[src/rtl/spi_master_ctrl.sv]
// -----------------------------------------------------------------------------
// spi_master_ctrl
// Purpose : SPI master for the SPI slave / dual-port RAM subsystem. Takes one
//           10-bit command word {type[1:0], payload[7:0]}, frames it with SS_n,
//           shifts it MSB-first on MOSI (one bit per clk) and, for rd-data
//           commands (type 11), waits RD_LAT cycles and captures an 8-bit reply
//           from MISO which is returned on rd_data with a one-cycle rd_valid.
// Params  : RD_LAT  idle cycles between last command bit and first MISO sample
//                   (0..15, default 2)
// Macro   : SPI_MASTER_ABORT_EN - when defined adds the abort input; abort in
//           START/SHIFT/WAIT/RECV forces GAP on the next cycle.
// Ports   : clk        system clock, rising edge
//           rst        asynchronous active-high reset
//           cmd_valid  command word present
//           cmd_ready  command can be accepted (IDLE only)
//           cmd_data   {type[1:0], payload[7:0]}
//           SS_n       slave select, active-low
//           MOSI       serial data to slave
//           MISO       serial data from slave
//           rd_valid   one-cycle pulse, rd_data valid
//           rd_data    byte received in a rd-data frame
//           busy       high whenever not IDLE
//           abort      (SPI_MASTER_ABORT_EN only) terminate current frame
// All outputs are registered from the next-state decode so they line up with
// the state they describe.
// -----------------------------------------------------------------------------
module spi_master_ctrl #(
  parameter int RD_LAT = 2
) (
  input  logic       clk,
  input  logic       rst,
  input  logic       cmd_valid,
  output logic       cmd_ready,
  input  logic [9:0] cmd_data,
  output logic       SS_n,
  output logic       MOSI,
  input  logic       MISO,
  output logic       rd_valid,
  output logic [7:0] rd_data,
  output logic       busy
`ifdef SPI_MASTER_ABORT_EN
  ,
  input  logic       abort
`endif
);

  localparam logic [3:0] LAT    = 4'(RD_LAT);
  localparam logic [3:0] LAT_M1 = 4'(RD_LAT - 1);

  typedef enum logic [2:0] {
    S_IDLE  = 3'd0,
    S_START = 3'd1,
    S_SHIFT = 3'd2,
    S_WAIT  = 3'd3,
    S_RECV  = 3'd4,
    S_GAP   = 3'd5
  } state_t;

  state_t     r_state;
  state_t     w_next;
  logic [3:0] r_cnt;
  logic [3:0] w_cnt_nxt;
  logic [9:0] r_sh;
  logic [1:0] r_type;
  logic [7:0] r_rx;
  logic       w_abort;
  logic       w_hs;
  logic       w_rd_done;
  logic       w_ss_low;

`ifdef SPI_MASTER_ABORT_EN
  assign w_abort = abort;
`else
  assign w_abort = 1'b0;
`endif

  // cmd_ready is registered as (state == IDLE), so this matches the port.
  assign w_hs = (r_state == S_IDLE) && cmd_valid;

  // Next-state decode; w_rd_done marks a rd-data frame that finished normally.
  always_comb begin
    w_next    = r_state;
    w_rd_done = 1'b0;
    case (r_state)
      S_IDLE: begin
        if (cmd_valid) w_next = S_START;
        else           w_next = S_IDLE;
      end
      S_START: begin
        if (w_abort) w_next = S_GAP;
        else         w_next = S_SHIFT;
      end
      S_SHIFT: begin
        if (w_abort) begin
          w_next = S_GAP;
        end else if (r_cnt == 4'd9) begin
          if (r_type == 2'b11) begin
            if (LAT != 4'd0) w_next = S_WAIT;
            else             w_next = S_RECV;
          end else begin
            w_next = S_GAP;
          end
        end else begin
          w_next = S_SHIFT;
        end
      end
      S_WAIT: begin
        if (w_abort)              w_next = S_GAP;
        else if (r_cnt == LAT_M1) w_next = S_RECV;
        else                      w_next = S_WAIT;
      end
      S_RECV: begin
        if (w_abort) begin
          w_next = S_GAP;
        end else if (r_cnt == 4'd7) begin
          w_next    = S_GAP;
          w_rd_done = 1'b1;
        end else begin
          w_next = S_RECV;
        end
      end
      S_GAP:   w_next = S_IDLE;
      default: w_next = S_IDLE;
    endcase
  end

  // Per-state cycle counter restarts on every state change.
  always_comb begin
    if (w_next != r_state) w_cnt_nxt = 4'd0;
    else                   w_cnt_nxt = r_cnt + 4'd1;
  end

  assign w_ss_low = (w_next == S_START) || (w_next == S_SHIFT) ||
                    (w_next == S_WAIT)  || (w_next == S_RECV);

  // State register and cycle counter.
  always_ff @(posedge clk or posedge rst) begin
    if (rst) begin
      r_state <= S_IDLE;
      r_cnt   <= 4'd0;
    end else begin
      r_state <= w_next;
      r_cnt   <= w_cnt_nxt;
    end
  end

  // Command shift register: loaded on handshake, shifted as each bit goes out.
  always_ff @(posedge clk or posedge rst) begin
    if (rst) begin
      r_sh   <= 10'd0;
      r_type <= 2'b00;
      MOSI   <= 1'b0;
    end else begin
      if (w_hs) begin
        r_sh   <= cmd_data;
        r_type <= cmd_data[9:8];
      end else if (w_next == S_SHIFT) begin
        r_sh <= {r_sh[8:0], 1'b0};
      end else begin
        r_sh <= r_sh;
      end
      // MOSI for the coming cycle is the current MSB while shifting, else 0.
      MOSI <= (w_next == S_SHIFT) ? r_sh[9] : 1'b0;
    end
  end

  // Receive path: MISO shifted in only during RECV; rd_data updated only on
  // a completed rd-data frame so an aborted frame leaves it untouched.
  always_ff @(posedge clk or posedge rst) begin
    if (rst) begin
      r_rx     <= 8'h00;
      rd_data  <= 8'h00;
      rd_valid <= 1'b0;
    end else begin
      if (r_state == S_RECV) r_rx <= {r_rx[6:0], MISO};
      else                   r_rx <= r_rx;
      if (w_rd_done) rd_data <= {r_rx[6:0], MISO};
      else           rd_data <= rd_data;
      rd_valid <= w_rd_done;
    end
  end

  // Framing/status outputs registered from the next state.
  always_ff @(posedge clk or posedge rst) begin
    if (rst) begin
      SS_n      <= 1'b1;
      cmd_ready <= 1'b1;
      busy      <= 1'b0;
    end else begin
      SS_n      <= ~w_ss_low;
      cmd_ready <= (w_next == S_IDLE);
      busy      <= (w_next != S_IDLE);
    end
  end

endmodule
[config.mk]
export PLATFORM = sky130hd
export DESIGN_NAME = spi_master_ctrl
export DESIGN_NICKNAME = d
export VERILOG_FILES = /design/src/rtl/spi_master_ctrl.sv
export SDC_FILE = /design/constraint.sdc
export NUM_CORES = 1
export LEC_CHECK = 0
export ABC_AREA = 1
export BUFFER_PORTS_ARGS = -buffer_cell sky130_fd_sc_hd__buf_2
export CAP_MARGIN = 20
export CORE_MARGIN = 5
export CORE_UTILIZATION = 47
export CTS_BUF_LIST = sky130_fd_sc_hd__clkbuf_8
export DETAILED_ROUTE_END_ITERATION = 10
export PLACE_DENSITY = 0.68
export RECOVER_POWER = 100
export SYNTH_ARGS = -nofsm -noshare
export SYNTH_HDL_FRONTEND = slang
export SYNTH_SLANG_ARGS = --single-unit
[constraint.sdc]
create_clock -name clk -period 4 [get_ports clk]
set_input_delay 0 -clock clk [delete_from_list [all_inputs] [get_ports clk]]
set_output_delay 0 -clock clk [all_outputs]
set_load 0.02 [all_outputs]
==> results of run 1 <==
-- routing by layer --
metal	vias up	part of all wire
met5	-	0
met4	0	0.0047
met3	2	0.042
met2	23	0.46
met1	628	0.49
li1	710	-
-- flip-flops by register name, summed over array words and instances, names as in the netlist --
signal	cells
MOSI	1
SS_n	1
busy	1
cmd_ready	1
r_cnt	4
r_rx	7
r_sh	10
r_state	3
r_type	2
rd_data	8
rd_valid	1
-- power groups by stage --
stage | clock, uW | combinational [uW] | sequential, uW
after floorplan | 0 | 386 | 589
after global placement | 0 | 478 | 573
after detailed placement | 0 | 488 | 575
after CTS | 272 | 497 | 568
after global routing | 289 | 531 | 583
final | 264 | 454 | 567
-- critical path: cells and delay by family, from the launching register on --
| kind | cells | cell delay [ns] |
|---|---|---|
| buffers and inverters | 1 | 0.09 |
| DFF | 1 | 0.43 |
| and+or+nand+nor | 7 | 1.80 |
-- cells in the mapped netlist, types with 2 or more instances --
cell,instances
nand2_1,82
dfrtp_1,37
inv_1,19
nand3_1,18
nor2_1,13
o21ai_0,8
o21ai_2,7
nand2_2,4
buf_4,2
dfstp_2,2
ha_1,2
nor2_4,2
-- per-stage QoR --
| step | instance area, um2 | util |
|---|---|---|
| after floorplan | 1770 | - |
| after global placement | 1930 | 0.528 |
| after detailed placement | 1930 | 0.528 |
| after CTS | 2100 | 0.574 |
| after global routing | 2010 | 0.549 |
| final | 2010 | 0.549 |
-- cells by family (layout without fill, tap and decap cells) --
kind of cell	count (synthesis)	count (layout)
AOI/OAI and AO/OA	15	15
xor gates and xnor gates	2	2
adders and majority gates	2	2
buffers and inverters	26	63
DFF	39	39
and+or+nand+nor	123	123
-- path summary, 6_finish.rpt --
check / slack (ns) / endpoint / start
worst max-delay path: 1.56 / r_sh[3] / r_state[1]
worst min-delay path: 0.003 / r_sh[4] / cmd_data[4]
worst max register to register: 1.56 / r_sh[3] / r_state[1]
worst min register to register: 0.49 / r_type[0] / r_type[0]
max in group asynchronous: 1.85 / r_sh[5] / rst
min in group asynchronous: 0.98 / r_sh[2] / rst
-- final cells by class --
cell class	count	area share
inverter	21	0.0392
clock buffer	6	0.0411
sequential	39	0.487
timing repair buffer	35	0.0984
tap	48	0.0299
clock inverter	1	0.00249
multi-input combinational	142	0.302
==> summary.txt, run 1 <==
Logic synthesis
  – Synth async-reset ratio: 1.00
  – Syn avg cell area: roughly 8.6 um2
  – Post-synth top area share: 0.522
  – Largest family of logic cells by synthesized area: simple AND/OR/NAND/NOR gates
  – Post-synthesis xor/xnor area fraction: 0.00988
  – Seq/Total Area, Yosys: 0.552
  – Net Count, Synth: 223
  – Yosys top cell by area: dfrtp_1
  – Synth top area cells: dfrtp_1, nand2_1, nand3_1
  – Multiplexer area fraction after synthesis: 0
  – Simple-gate share of the synthesized area: 0.301
  – Mapped Cells: 207
  – Adder-Cell Fraction of Synth Area: 0.0141
  – Compound-Gate Fraction of Synth Area: 0.0572
  – Synth Flop Type: dfrtp_1
  – EDFF count, synth: 0
  – Synth unique cells: 23
  – #FFs+latches synth: 39
  – Synth warn: 0
  – Mapped Area: between 1500 and 2000 um2

STA
  – RSZ-0062 raised after global routing: false
  – Tcrit/Tclk final: 0.609
  – Max-slew violations: 40
  – Slew of the pin with the lowest slew margin: 2.03 ns
  – Fin Hold WS: 0.00255 ns
  – Slew margin rel.: -0.351
  – Post-route setup TNS: 0 ns
  – Final critical-path required period: 2.44 ns
  – Final setup margin: about 1.6 ns
  – Post-Route Skew: 0.00552 ns
  – Hold Vio Cnt, Final: 0
  – Max Clk Rate: 411 MHz
  – Final Setup Violations: 0

Flow run
  – Max-capacitance violation count: 1

Cells and area
  – Register area: 978 um2
  – Highest-count cells in the layout ignoring fill and taps: nand2_1, dfrtp_1, inv_1, nand3_1, nor2_1
  – Non-Filler Instances: 292
  – # fillers: around 360
  – Fin nets: 260
  – ANT cells: 0
  – Multi-input gate area: 607 um2
  – Share of cells above drive strength 1: 0.0902
  – Leading cell type in the layout, fill and taps excluded: nand2_1
  – Area delta synth->final: 13.3%

Global route
  – Overall Global Routing Usage: 0.142
  – Vias in the first global route: 1297
  – M1 GR Usage: 0.197
  – Met2 usage: 0.211
  – Initial antenna violation count: 0
  – First-pass GRT wire length: 5790 um
  – Gr busiest metal: met2
  – Met3 usage: 0.0491
  – Largest net degree at the start of global routing: 40
  – Global route total overflow: 0

Critical path
  – Kind of critical path: register to register
  – CP Launch Type: register
  – Crit path DAT: 2.61 ns
  – Crit-path max cell delay: 0.58 ns
  – Crit-path slowest cell: nand3_1
  – Critical-path maximum fanout: 24
  – Critical path cell sequence: nor2_1 > nand3_1 > nand2_1 > inv_1 > nand3_1 > nand2_1 > nand2_1 > nand2_1
  – Worst R2R Path Depth: 8
  – Crit path top cell by count: nand2_1
  – Worst Path Required: around 4.2 ns
  – CP endpoint kind: register

Clocking
  – Worst-Skew Late Latency: 0.28 ns
  – CTS Sinks: 39
  – TritonCTS buffer count: 5
  – Clock tree buffer depth: 2
  – Post-CTS Setup Repair Bufs: 0
  – Reg clk slew, reported paths: 0.07 ns
  – Root Driver: clkbuf_8
  – CTS H-tree depth: 2
  – CTS resizes: 0
  – Hold Buf Count CTS: 8
  – TritonCTS clock tree: built

Route
  – DRC Markers: 0
  – Vias per cell: 4.67
  – ANT nets after route: 0
  – DRT iter0 DRCs: between 70 and 80
  – Wire length per cell: 11.0 um
  – Detailed-route via count: between 1000 and 1500
  – Routed WL: 3210 um
  – TritonRoute pass-1 iters: 4

Floorplanning
  – # rows: 22
  – Initial Util: 0.484
  – Die area: 5100 um2
  – I/O pins: 27
  – Die height: 71.4 um
  – DIE WIDTH: around 71 um
  – Core area: about 3700 um2

Pwr
  – PwrDens: about 640 nW/um2
  – Flop pwr share: 0.441
  – Clk pwr share: 0.206
  – Switch share: 0.389
  – Combinational power share: 0.353
  – Int Pwr: 786 uW
  – Max VDD drop: 0.358 mV
  – Power Total: 1290 uW
  – Switching power: 500 uW
  – LEAKAGE: between 0.001 and 0.0015 uW

Placed design
  – Port Buf Inserts: 26
  – Gpl congestion: about 0.86
  – Place WS: 2.16 ns
  – Dpl hpwl: 2210 um
  – DP Cell Count: 277

Hold path
  – Worst hold path type: input pin to register
  – Hold depth: 5

Status
  – Status: complete, but fails checks
  – Failing checks: max-capacitance violations, max-slew violations
(Power assumes the default switching activity.)
==> run 2, diff against run 1 <==
--- a/config.mk
+++ b/config.mk
@@ -12,7 +12,7 @@
 export CORE_UTILIZATION = 47
 export CTS_BUF_LIST = sky130_fd_sc_hd__clkbuf_8
 export DETAILED_ROUTE_END_ITERATION = 10
-export PLACE_DENSITY = 0.68
+export PLACE_DENSITY = 0.71
 export RECOVER_POWER = 100
 export SYNTH_ARGS = -nofsm -noshare
 export SYNTH_HDL_FRONTEND = slang
==> constraint.sdc (replaced) <==
create_clock -name clk -period 2.2 [get_ports clk]
set_input_delay 0 -clock clk [delete_from_list [all_inputs] [get_ports clk]]
set_output_delay 0 -clock clk [all_outputs]
set_load 0.02 [all_outputs]
==> summary.txt, run 2 (synthesis gave the netlist of run 1 again) <==
Route
  – Wire length per cell: between 10 and 15 um
  – TritonRoute pass-1 iters: 4
  – ANT nets after route: 0
  – Detailed-route via count: 1365
  – Routed WL: 3160 um
  – Vias per cell: 4.64
  – DRT iter0 DRCs: 94
  – DRC Markers: 0

Status
  – Status: finished, final reports clean

Critical path
  – CP endpoint kind: register
  – Crit-path max cell delay: 0.44 ns
  – Crit path DAT: 1.99 ns
  – Kind of critical path: register to register
  – RR Endpoint: r_sh[6]
  – Crit-path slowest cell: dfrtp_1
  – Crit path top cell by count: nand2_1
  – Buf+Inv Stages, Crit Path: 0
  – CP Launch Type: register
  – Critical-path maximum fanout: 16
  – Crit path max-delay family: simple AND/OR/NAND/NOR gates
  – Worst R2R Path Depth: 8
  – Critical path cell sequence: nor2_2 > nand2_1 > nor2_4 > nor2_4 > nand3_4 > nand2_2 > nand2_1 > nand2_1
  – Crit Reg-Reg Startpoint: r_state[1]
  – R2R setup slack: 0.39 ns
  – Worst Path Required: 2.38 ns

Pwr
  – Clk pwr share: 0.241
  – PwrDens: between 1000 and 1500 nW/um2
  – Power Total: between 2000 and 3000 uW
  – Flop pwr share: 0.413
  – Switching power: 938 uW
  – Combinational power share: 0.346
  – LEAKAGE: 0.00109 uW
  – Switch share: 0.374
  – Max VDD drop: 0.703 mV
  – Int Pwr: 1570 uW

Cells and area
  – Biggest regs: r_sh x10, rd_data x8, r_rx x7
  – Core Util, Final: 0.570
  – Largest register FFs: 10
  – Area delta synth->final: 17.6%
  – Fin nets: 261
  – ANT cells: 0
  – Leading cell type in the layout, fill and taps excluded: nand2_1
  – Share of cells above drive strength 1: 0.126
  – Biggest register: r_sh
  – Design area: between 2000 and 2500 um2
  – Highest-count cells in the layout ignoring fill and taps: nand2_1, dfrtp_1, inv_1

Clocking
  – CTS resizes: 0
  – CTS Sinks: 39
  – Reg clk slew, reported paths: 0.07 ns
  – Clock tree buffer depth: 2
  – Root Driver: clkbuf_8
  – TritonCTS buffer count: 5
  – TritonCTS clock tree: built
  – Worst-Skew Late Latency: ~0.29 ns
  – CTS H-tree depth: 2

STA
  – Slew of the pin with the lowest slew margin: 0.935 ns
  – Post-Route Skew: roughly 0.0043 ns
  – Max Clk Rate: 554 MHz
  – Final Setup Violations: 0
  – RSZ-0062 raised after global routing: false
  – Fin Hold WS: 0.00538 ns
  – Tcrit/Tclk final: 0.821
  – Hold Vio Cnt, Final: 0
  – Post-route setup TNS: 0 ns
  – Slew margin rel.: 0.377
  – Final critical-path required period: approximately 1.8 ns
  – Max-slew violations: 0

Floorplanning
  – Die area: 5100 um2
  – DIE WIDTH: roughly 70 um
  – Die height: slightly above 70 um
  – # rows: 22
  – Core area: 3660 um2
  – Initial Util: 0.484
  – I/O pins: 27

Placed design
  – Port Buf Inserts: 26
  – Post-DP Area: between 1500 and 2000 um2
  – Dpl hpwl: 2200 um
  – Gpl congestion: 0.857

Flow run
  – Max-capacitance violation count: 0

Global route
  – Initial antenna violation count: 0
  – Vias in the first global route: between 1000 and 1500
  – Overall Global Routing Usage: 0.140
  – Global route total overflow: 0
  – Largest net degree at the start of global routing: 40
  – First-pass GRT wire length: 5690 um

Hold path
  – Hold depth: 5
  – Worst Hold End: r_sh[5]
  – Hold wc startpoint: cmd_data[5]
  – Worst hold path type: input pin to register
==> run 2: cell count changes in the layout (fill, tap and decap cells not counted), sizes merged <==
cell,before,now
buf,13,14
bufinv,0,1
==> run 2: power groups by stage <==
stage	clock, uW	sequential, uW	combinational [uW]
6_report	605	1040	869
3_5_place_dp	0	1050	893
4_1_cts	629	1040	906
2_1_floorplan	0	1070	703
5_1_grt	661	1060	1010
3_3_place_gp	0	1040	878
==> run 2: cell type report <==
| type | instances | area (um2) |
|---|---|---|
| Sequential cell | 39 | 978 |
| Fill cell | 356 | 1580 |
| Clock buffer | 6 | 82.6 |
| Multi-Input combinational cell | 142 | 644 |
| Tap cell | 48 | 60.1 |
| Timing Repair Buffer | 36 | 206 |
| Clock inverter | 2 | 35.0 |
| Inverter | 21 | 78.8 |
==> run 2: timing repair <==
action	in CTS	in global routing
endpoints found under the hold margin	44	0
hold buffers	8	0
setup buffers	0	0
==> run 2: metrics by stage <==
stage | setup WS (ns) | cells
5_1_grt | 0.209 | 294
3_3_place_gp | 0.535 | 278
2_1_floorplan | 0.811 | 207
4_1_cts | 0.497 | 294
3_5_place_dp | 0.511 | 278
6_report | 0.394 | 294
==> run 2: layer usage <==
metal,part of all wire,GRT usage,vias to the layer above
met5,0,0,-
met1,0.49,0.178,622
li1,-,-,714
met3,0.048,0.0477,5
met2,0.45,0.221,24
met4,0.015,0.0543,0
==> run 2: how the worst max path moves through the flow <==
| stage | from | to | slack, ns | cells past startpoint |
|---|---|---|---|---|
| after floorplan | r_cnt[0] | r_sh[7] | 0.81 | 8 |
| after global placement | r_state[1] | r_sh[6] | 0.54 | 8 |
| after detailed placement | r_state[1] | r_sh[6] | 0.51 | 8 |
| after CTS | r_state[1] | r_sh[6] | 0.50 | 8 |
| after global routing | r_state[1] | r_sh[9] | 0.21 | 8 |
| final | r_state[1] | r_sh[6] | 0.39 | 8 |
==> run 2: worst reg2reg max path, stage by stage, from the launching register on <==
cell     delay, ns
dfrtp_1       0.44
nor2_2        0.14
nand2_1       0.31
nor2_4        0.26
nor2_4        0.08
nand3_4       0.15
nand2_2       0.16
nand2_1       0.10
nand2_1       0.06
